<file path="src/rtl/fft_pkg.sv">
// -----------------------------------------------------------------------------
// fft_pkg
// Shared definitions for the 16-point FFT path:
//   - fft_seq_state_t : frame sequencer state encoding (IDLE=0 .. DONE)
//   - FFT_N           : default FFT size
//   - bit_reverse()   : index bit reversal used by the reorder stage
// -----------------------------------------------------------------------------
package fft_pkg;

    localparam int FFT_N = 16;

    typedef enum logic [2:0] {
        IDLE  = 3'd0,
        LOAD  = 3'd1,
        WAIT  = 3'd2,
        SORT  = 3'd3,
        DRAIN = 3'd4,
        DONE  = 3'd5
    } fft_seq_state_t;

    // Reverse the low nbits of idx; bits above nbits come back as zero.
    function automatic logic [7:0] bit_reverse(input logic [7:0] idx,
                                               input int unsigned nbits);
        logic [7:0] rev;
        rev = '0;
        for (int i = 0; i < 8; i++) begin
            if (i < int'(nbits)) begin
                rev[int'(nbits) - 1 - i] = idx[i];
            end
        end
        return rev;
    endfunction

endpackage

</file>
<file path="src/rtl/fft_seq_perf.sv">
// -----------------------------------------------------------------------------
// fft_seq_perf
// Optional performance counters for the frame sequencer. Only instantiated
// when FFT_SEQ_PERF_EN is defined.
// Ports:
//   clk, rst_n      : clock, asynchronous active-low reset
//   i_frame_done    : one-cycle pulse per completed frame
//   i_stall         : drain cycle with a word presented but not accepted
//   o_frame_cnt     : completed-frame count, wraps modulo 2^16
//   o_stall_cnt     : drain stall-cycle count, wraps modulo 2^16
// -----------------------------------------------------------------------------
module fft_seq_perf
    import fft_pkg::*;
(
    input  logic        clk,
    input  logic        rst_n,
    input  logic        i_frame_done,
    input  logic        i_stall,
    output logic [15:0] o_frame_cnt,
    output logic [15:0] o_stall_cnt
);

    logic [15:0] r_frame_cnt;
    logic [15:0] r_stall_cnt;

    always_ff @(posedge clk or negedge rst_n) begin
        if (!rst_n) begin
            r_frame_cnt <= '0;
            r_stall_cnt <= '0;
        end else begin
            if (i_frame_done) begin
                r_frame_cnt <= r_frame_cnt + 16'd1;
            end
            if (i_stall) begin
                r_stall_cnt <= r_stall_cnt + 16'd1;
            end
        end
    end

    assign o_frame_cnt = r_frame_cnt;
    assign o_stall_cnt = r_stall_cnt;

endmodule

</file>
<file path="src/rtl/fft_seq_ctrl.sv">
// -----------------------------------------------------------------------------
// fft_seq_ctrl
// Frame sequencer for the FFT path: admits N_POINTS samples into the FFT core,
// waits FFT_LAT cycles of core latency, runs the reorder-stage capture window
// (start_sorting) for N_POINTS cycles, then drains 2*N_POINTS result words
// (real then imaginary) over a valid/ready handshake.
//
// Optional feature: define FFT_SEQ_PERF_EN to enable frame_cnt / stall_cnt.
// Without it both ports read 0 and no counter flops exist.
//
// Ports:
//   clk, rst_n     : clock, asynchronous active-low reset
//   frame_start    : start one frame (only honoured in IDLE)
//   abort          : synchronous return to IDLE from any state
//   in_valid       : source sample available
//   in_ready       : sample accepted while in LOAD
//   fft_in_en      : in_valid & in_ready, FFT core load strobe
//   start_sorting  : reorder capture window, N_POINTS cycles per frame
//   sort_idx       : capture slot during SORT
//   rd_idx         : result word index during DRAIN
//   out_valid      : result word at rd_idx presented
//   out_ready      : consumer accepts the word
//   busy           : sequencer not idle
//   frame_done     : pulse after the last word is accepted
//   ovf_err        : sticky, frame_start seen while busy
//   err_clr        : clears ovf_err (a same-cycle overflow wins)
//   frame_cnt      : completed frames (perf build)
//   stall_cnt      : drain stall cycles (perf build)
// -----------------------------------------------------------------------------
module fft_seq_ctrl
    import fft_pkg::*;
#(
    parameter int N_POINTS = FFT_N,
    parameter int FFT_LAT  = 8,
    parameter int IDX_W    = $clog2(2 * N_POINTS)
) (
    input  logic             clk,
    input  logic             rst_n,
    input  logic             frame_start,
    input  logic             abort,
    input  logic             in_valid,
    output logic             in_ready,
    output logic             fft_in_en,
    output logic             start_sorting,
    output logic [IDX_W-1:0] sort_idx,
    output logic [IDX_W-1:0] rd_idx,
    output logic             out_valid,
    input  logic             out_ready,
    output logic             busy,
    output logic             frame_done,
    output logic             ovf_err,
    input  logic             err_clr,
    output logic [15:0]      frame_cnt,
    output logic [15:0]      stall_cnt
);

    // The shared counter must reach both 2*N-1 (drain) and FFT_LAT-1 (wait).
    localparam int LAT_W = $clog2(FFT_LAT + 1);
    localparam int CNT_W = (IDX_W > LAT_W) ? IDX_W : LAT_W;

    localparam logic [CNT_W-1:0] C_ONE      = CNT_W'(1);
    localparam logic [CNT_W-1:0] C_N_LAST   = CNT_W'(N_POINTS - 1);
    localparam logic [CNT_W-1:0] C_W_LAST   = CNT_W'(2 * N_POINTS - 1);
    localparam logic [CNT_W-1:0] C_LAT_LAST = (FFT_LAT > 0) ? CNT_W'(FFT_LAT - 1) : '0;

    fft_seq_state_t   r_state;
    fft_seq_state_t   w_state_next;
    logic [CNT_W-1:0] r_cnt;
    logic [CNT_W-1:0] w_cnt_next;
    logic             r_ovf_err;
    logic             w_in_ready;
    logic             w_fft_in_en;

    assign w_in_ready  = (r_state == LOAD);
    assign w_fft_in_en = in_valid & w_in_ready;

    // State and shared counter registers.
    always_ff @(posedge clk or negedge rst_n) begin
        if (!rst_n) begin
            r_state <= IDLE;
            r_cnt   <= '0;
        end else begin
            r_state <= w_state_next;
            r_cnt   <= w_cnt_next;
        end
    end

    // Next-state logic. Every transition clears cnt so each state counts
    // from zero; abort overrides whatever the case statement decided.
    always_comb begin
        w_state_next = r_state;
        w_cnt_next   = r_cnt;
        unique case (r_state)
            IDLE: begin
                if (frame_start) begin
                    w_state_next = LOAD;
                    w_cnt_next   = '0;
                end
            end
            LOAD: begin
                if (w_fft_in_en) begin
                    if (r_cnt == C_N_LAST) begin
                        // A zero-latency core feeds the reorder stage at once.
                        w_state_next = (FFT_LAT == 0) ? SORT : WAIT;
                        w_cnt_next   = '0;
                    end else begin
                        w_cnt_next = r_cnt + C_ONE;
                    end
                end
            end
            WAIT: begin
                if (r_cnt == C_LAT_LAST) begin
                    w_state_next = SORT;
                    w_cnt_next   = '0;
                end else begin
                    w_cnt_next = r_cnt + C_ONE;
                end
            end
            SORT: begin
                // The core output cannot be paused, so SORT never stalls.
                if (r_cnt == C_N_LAST) begin
                    w_state_next = DRAIN;
                    w_cnt_next   = '0;
                end else begin
                    w_cnt_next = r_cnt + C_ONE;
                end
            end
            DRAIN: begin
                if (out_ready) begin
                    if (r_cnt == C_W_LAST) begin
                        w_state_next = DONE;
                        w_cnt_next   = '0;
                    end else begin
                        w_cnt_next = r_cnt + C_ONE;
                    end
                end
            end
            DONE: begin
                w_state_next = IDLE;
                w_cnt_next   = '0;
            end
            default: begin
                w_state_next = IDLE;
                w_cnt_next   = '0;
            end
        endcase
        if (abort) begin
            w_state_next = IDLE;
            w_cnt_next   = '0;
        end
    end

    // Overflow flag: a frame_start outside IDLE (including DONE) is dropped
    // and recorded; a same-cycle err_clr loses to the new overflow.
    always_ff @(posedge clk or negedge rst_n) begin
        if (!rst_n) begin
            r_ovf_err <= 1'b0;
        end else if (frame_start && (r_state != IDLE)) begin
            r_ovf_err <= 1'b1;
        end else if (err_clr) begin
            r_ovf_err <= 1'b0;
        end
    end

    assign in_ready      = w_in_ready;
    assign fft_in_en     = w_fft_in_en;
    assign start_sorting = (r_state == SORT);
    assign out_valid     = (r_state == DRAIN);
    assign busy          = (r_state != IDLE);
    assign frame_done    = (r_state == DONE);
    assign sort_idx      = r_cnt[IDX_W-1:0];
    assign rd_idx        = r_cnt[IDX_W-1:0];
    assign ovf_err       = r_ovf_err;

`ifdef FFT_SEQ_PERF_EN
    logic w_perf_done;
    logic w_perf_stall;

    assign w_perf_done  = (r_state == DONE);
    assign w_perf_stall = (r_state == DRAIN) & ~out_ready;

    fft_seq_perf u_perf (
        .clk          (clk),
        .rst_n        (rst_n),
        .i_frame_done (w_perf_done),
        .i_stall      (w_perf_stall),
        .o_frame_cnt  (frame_cnt),
        .o_stall_cnt  (stall_cnt)
    );
`else
    assign frame_cnt = 16'd0;
    assign stall_cnt = 16'd0;
`endif

endmodule

</file>
<file path="config.mk">
export PLATFORM = sky130hd
export DESIGN_NAME = fft_seq_ctrl
export DESIGN_NICKNAME = d
export VERILOG_FILES = /design/src/rtl/fft_pkg.sv /design/src/rtl/fft_seq_perf.sv /design/src/rtl/fft_seq_ctrl.sv
export SDC_FILE = /design/constraint.sdc
export NUM_CORES = 1
export LEC_CHECK = 0
export BUFFER_PORTS_ARGS = -buffer_cell sky130_fd_sc_hd__buf_4
export CORE_ASPECT_RATIO = 1.5
export CORE_MARGIN = 4
export CORE_UTILIZATION = 40
export CTS_BUF_LIST = sky130_fd_sc_hd__clkbuf_4
export DETAILED_ROUTE_END_ITERATION = 12
export PLACE_DENSITY = 0.74
export REMOVE_ABC_BUFFERS = 1
export SETUP_SLACK_MARGIN = 0.05
export SLEW_MARGIN = 5
export SYNTH_ARGS = -nofsm -noshare
export SYNTH_HDL_FRONTEND = slang
export SYNTH_SLANG_ARGS = --single-unit
</file>
<file path="constraint.sdc">
create_clock -name clk -period 4.7 [get_ports clk]
set_input_delay 0.94 -clock clk [delete_from_list [all_inputs] [get_ports clk]]
set_output_delay 0.94 -clock clk [all_outputs]
set_load 0.02 [all_outputs]
</file>
## Yosys cells after proc, flatten, opt, wreduce, memory -nomap -nowiden

Cells that the tools add are included.

- Word-level logic and storage cells: 45
- Input port bits: 7
- Output and inout bits: 49
- Register bits: 9

- Add/subtract/negate cells: 1
- Reduce and logical (&&, ||, !) cells: 6
- Bitwise logic cells: 1
- Mux-type cells: 19
- Eq/ne operators: 15

Operator list:

| kind | count |
|---|---|
| $mux W5 | 7 |
| $pmux W5 S5 | 1 |
| $mux W3 | 8 |
| $pmux W3 S5 | 1 |
| $ne A3 B2 Y1 const B | 4 |
| $ne A3 B3 Y1 const B | 3 |
| $reduce_and A7 Y1 | 1 |
| $eq A3 B2 Y1 const B | 2 |
| $eq A3 B3 Y1 const B | 2 |
| $add A5 B1 Y5 const B | 1 |
| $eq A5 B3 Y1 const B | 1 |
| $eq A5 B4 Y1 const B | 1 |
| $eq A5 B5 Y1 const B | 1 |
| $eq A3 B1 Y1 const B | 1 |
| $logic_not A3 Y1 | 1 |
| $reduce_and A3 Y1 | 1 |
| $reduce_bool A3 Y1 | 1 |
| $mux W1 | 2 |
| $reduce_bool A2 Y1 | 1 |
| $and A1 B1 Y1 | 1 |
| $logic_and A1 B1 Y1 | 1 |

## Logic depth before layout (Yosys ltp)

- Depth after elaboration: 5
- Depth in mapped cells: 8
- Depth with buffers taken out: 8

## Worst setup path before layout

Ideal clock, no wire load.

- Path type: flip-flop to flip-flop
- Start point: register r_cnt[0], in the netlist rd_idx[0]
- End point: register r_cnt[2], in the netlist rd_idx[2]
- Required time: 4,634 ps
- Setup slack: 2,493 ps
- Stages on the path, launching flop included: 8
- Arrival: 2,141 ps
- Period minus slack after synthesis: 2,207 ps
- Buffers on the path: 0
- Library setup time: 66 ps
- Path through: dfrtp_1 -> ha_1 -> and3_1 -> ha_1 -> or3b_1 -> a31o_2 -> nor4b_1 -> a22o_1

- Cells in the longest elaborated chain, start to end: 5
- Elaborated cells on any way between the ends: 11
- Those cells by class: add/sub: 1; eq/ne: 3; mux: 7

Ends and longest elaborated chain:

| item | RTL line | source |
|---|---|---|
| start: declaration | fft_seq_ctrl.sv:68 | `logic [CNT_W-1:0] r_cnt;` |
| start signal: assignment | fft_seq_ctrl.sv:84 | `r_cnt <= w_cnt_next;` |
| $add A5 B1 Y5, or another cell as far along | - |  |
| $mux W5, on equally long branches | fft_seq_ctrl.sv:130, fft_seq_ctrl.sv:102, fft_seq_ctrl.sv:121 |  |
| $mux W5, on equally long branches | fft_seq_ctrl.sv:129, fft_seq_ctrl.sv:101 |  |
| $pmux W5 S5 * | fft_seq_ctrl.sv:93 | `unique case (r_state)` |
| $mux W5 * | fft_seq_ctrl.sv:147 | `if (abort) begin` |

Every way passes the cells marked *; elsewhere a longest branch is shown, timed or not. The select of a mux whose other input is x is not followed.
A chain may end at the register's enable or synchronous reset.

## Worst setup path after layout

- Start point: register r_state[0]
- End point: output port fft_in_en

- Cells in the longest elaborated chain, start to end: 2

Ends and longest elaborated chain:

| item | RTL line | source |
|---|---|---|
| start: declaration | fft_seq_ctrl.sv:66 | `fft_seq_state_t r_state;` |
| start signal: assignment | fft_seq_ctrl.sv:83 | `r_state <= w_state_next;` |
| $eq A3 B1 Y1 | fft_seq_ctrl.sv:74 | `assign w_in_ready = (r_state == LOAD);` |
| $and A1 B1 Y1 | fft_seq_ctrl.sv:75 | `assign w_fft_in_en = in_valid & w_in_ready;` |
| end: declaration | fft_seq_ctrl.sv:43 | `output logic fft_in_en,` |

Every way passes these cells.

==> out/qor.txt <==
Post-Synthesis Cells - 128
Tcrit/Tclk final - 52.37%
Primary FF master, synth - dfrtp_1
WL/cell - 12.15 um
fraction of layout cells with a size suffix above 1 - 22.22%
Final Hold Fails - 0
CTS Root Cell - clkbuf_4
gr busiest metal - met2
1st-iter DRT viols - 31
Crit path max-delay family - flip-flops
Syn Std Cell Area - 0.001040 sq mm
Post-CTS Resized - 0
relative slew slack - 55.05%
CTS H-tree depth - 1
min Tclk post-route - 2.462 ns
DRC - 0
largest net degree at the start of global routing - 18
routability cong. - 0.7465
CTS max path bufs - 2
FF-to-FF End - r_state[0]$_DFFE_PN0P_
total detailed-routing wirelength - 2.041 mm
commonest non-fill, non-tap cell in the layout - conb_1
GR Layer Usage met2 - 20.18%
P&R area growth vs syn - 4.934%
initial antenna violation count - 0
Vias/cell - 4.839
Startpoint Class - flip-flop
Die ar. - 0.003496 sq mm
worst path required time - 3.76 ns
clk_skew - 0.0003319 ns
first-pass GRT wire length - 3.298 mm
CP bufs+invs - 1
Row Count - 22
grt met3 use - 2.132%
Die X-Extent - 49.63 um
final net count - 157
pre-CTS setup slack - 2.433 ns
RR Startpoint - rd_idx[0]$_DFFE_PN0P_
gr ovfl total - 0
r2r setup slk - 2.43 ns
routed via count - 813
number of global-route vias before repair - 797
Tightest Pin Transition - 0.6698 ns
crit path DAT - 1.52 ns
ANT nets after route - 0
RSZ-0062 raised after global routing - no
fmax - 406.3 MHz
CP max stage delay - 0.62 ns
Critical Path Source - r_state[0]$_DFFE_PN0P_
Leak Pwr - 0.5590 nW
Async S/R FF share, synth - 100.0%
Pwr Density - 312.6 mW/mm^2
Critical-path top delay cell - dfrtp_1
# clock sinks - 9
Final Setup Violations - 0
placeable core region - 0.002477 sq mm
flop and latch count out of synthesis - 9
I/O Buffers - 23
library cells used by synthesis - 44
worst r2r path cells - 6
Post-DP HPWL - 1.666 mm
Die Y - 70.44 um
Peak supply drop - 0.2353 mV
post-CTS setup buffers - 0
CTS tree - done
CTS Hold Bufs - 0
max cap viols - 0
max-slew violations - 0
status - complete, no violations
TritonCTS buffer count - 3
commonest non-fill, non-tap cells in the layout - 32 x conb_1, 23 x buf_4, 9 x dfrtp_1, 8 x inv_1, 6 x nor2_1
Clock Latency Late Sink - 0.25 ns
Worst-path clk slew - 0.06 ns
final setup margin - 2.238 ns
first drt pass iteration count - 4
Cell Chain, Critical Path - nand2b_1, nor2_1, and2_1, buf_4
Seq/Total Area, Yosys - 21.66%
worst setup path class - flip-flop to output port
setup TNS - 0 ns
YS warnings - 0
min-delay worst type - input port to asynchronous set/reset pin
EDFF count, synth - 0
Hold Slack - 0.4973 ns
starting density of the core - 41.97%
# IOs - 56
crit path capture - fft_in_en
CP Capture Type - output port
antenna diode count - 0
GRT Overall Usage - 11.55%
maximum fanout along the worst path - 16
met1 GRT Util - 11.83%
Syn Area/Cell - 8.123 sq um
Worst path depth - 4
==> state kept, by name, indices dropped and copies added, names as in the netlist <==
register	count
ovf_err	1
rd_idx	5
r_state	3
==> how the worst min path moves through the flow <==
stage	slack, ns	depth (start not counted)	end	startpoint
after floorplan	0.61	2	ovf_err$_DFFE_PN0P_	ovf_err$_DFFE_PN0P_
after global placement	0.51	2	ovf_err$_DFFE_PN0P_	ovf_err$_DFFE_PN0P_
after detailed placement	0.53	2	ovf_err$_DFFE_PN0P_	ovf_err$_DFFE_PN0P_
after CTS	0.49	1	rd_idx[2]$_DFFE_PN0P_	rst_n
after global routing	0.49	1	r_state[2]$_DFFE_PN0P_	rst_n
final	0.50	1	r_state[2]$_DFFE_PN0P_	rst_n
==> layer usage <==
metal  share of wire (%)  vias to the layer above  wire length, um
li1                    -                      406                -
met1                  37                      374              757
met2                  57                       31             1160
met3                 5.4                        2              111
met4                0.49                        0               10
met5                   0                        -                0
==> where the power goes <==
| part | total [mW] | switching (mW) | internal, mW | leakage, nW |
|---|---|---|---|---|
| clock | 0.0632 | 0.0248 | 0.0383 | 0.0184 |
| combinational | 0.172 | 0.102 | 0.0695 | 0.417 |
| sequential | 0.106 | 0.0204 | 0.0860 | 0.123 |
| total | 0.341 | 0.147 | 0.194 | 0.559 |
==> synthesized netlist by cell type, types with 2 or more instances <==
cell,number,area [sq um]
and3_1,2,12.51
nor3b_1,2,15.01
dfrtp_1,9,225.2
and2_1,2,12.51
nor2_1,6,22.52
nor3_1,2,10.01
ha_1,5,62.56
nor4_1,2,12.51
a21oi_1,2,10.01
nand3_1,3,15.01
buf_4,37,277.8
inv_1,8,30.03
nand3b_1,2,15.01
nand2b_1,4,25.02
o211ai_1,2,15.01
o21a_1,3,22.52
clkbuf_1,4,15.01
o21ai_0,3,15.01
a31oi_1,3,18.77
nand2_1,3,11.26
==> kinds of logic after synthesis <==
kind of cell / synth area share (%)
buffers and inverters: 31.53
AO/OA/AOI/OAI: 17.33
adder cells (fa/ha/maj): 6.017
multiplexers: 0.9627
other: 0.3607
flip-flops: 21.66
AND/OR/NAND/NOR: 22.14
==> metrics by stage <==
stage               cells  power (mW)  instance area [sq um]  utilization, %
CTS                   168      0.3431                   1091           44.04
floorplan             117      0.2261                  858.3               -
global placement      164      0.2750                   1061           42.83
finish                168      0.3411                   1091           44.04
global route          168      0.3675                   1091           44.04
detailed placement    164      0.2775                   1061           42.83
==> area by class of cell <==
cell class	count	area, sq um
Clock buffer	4	30.03
Fill cell	269	1386
Inverter	8	30.03
Multi-Input combinational cell	100	603.1
Sequential cell	9	225.2
Tap cell	24	30.03
Timing Repair Buffer	23	172.7
No activity file was read; power rests on OpenSTA's default activity.
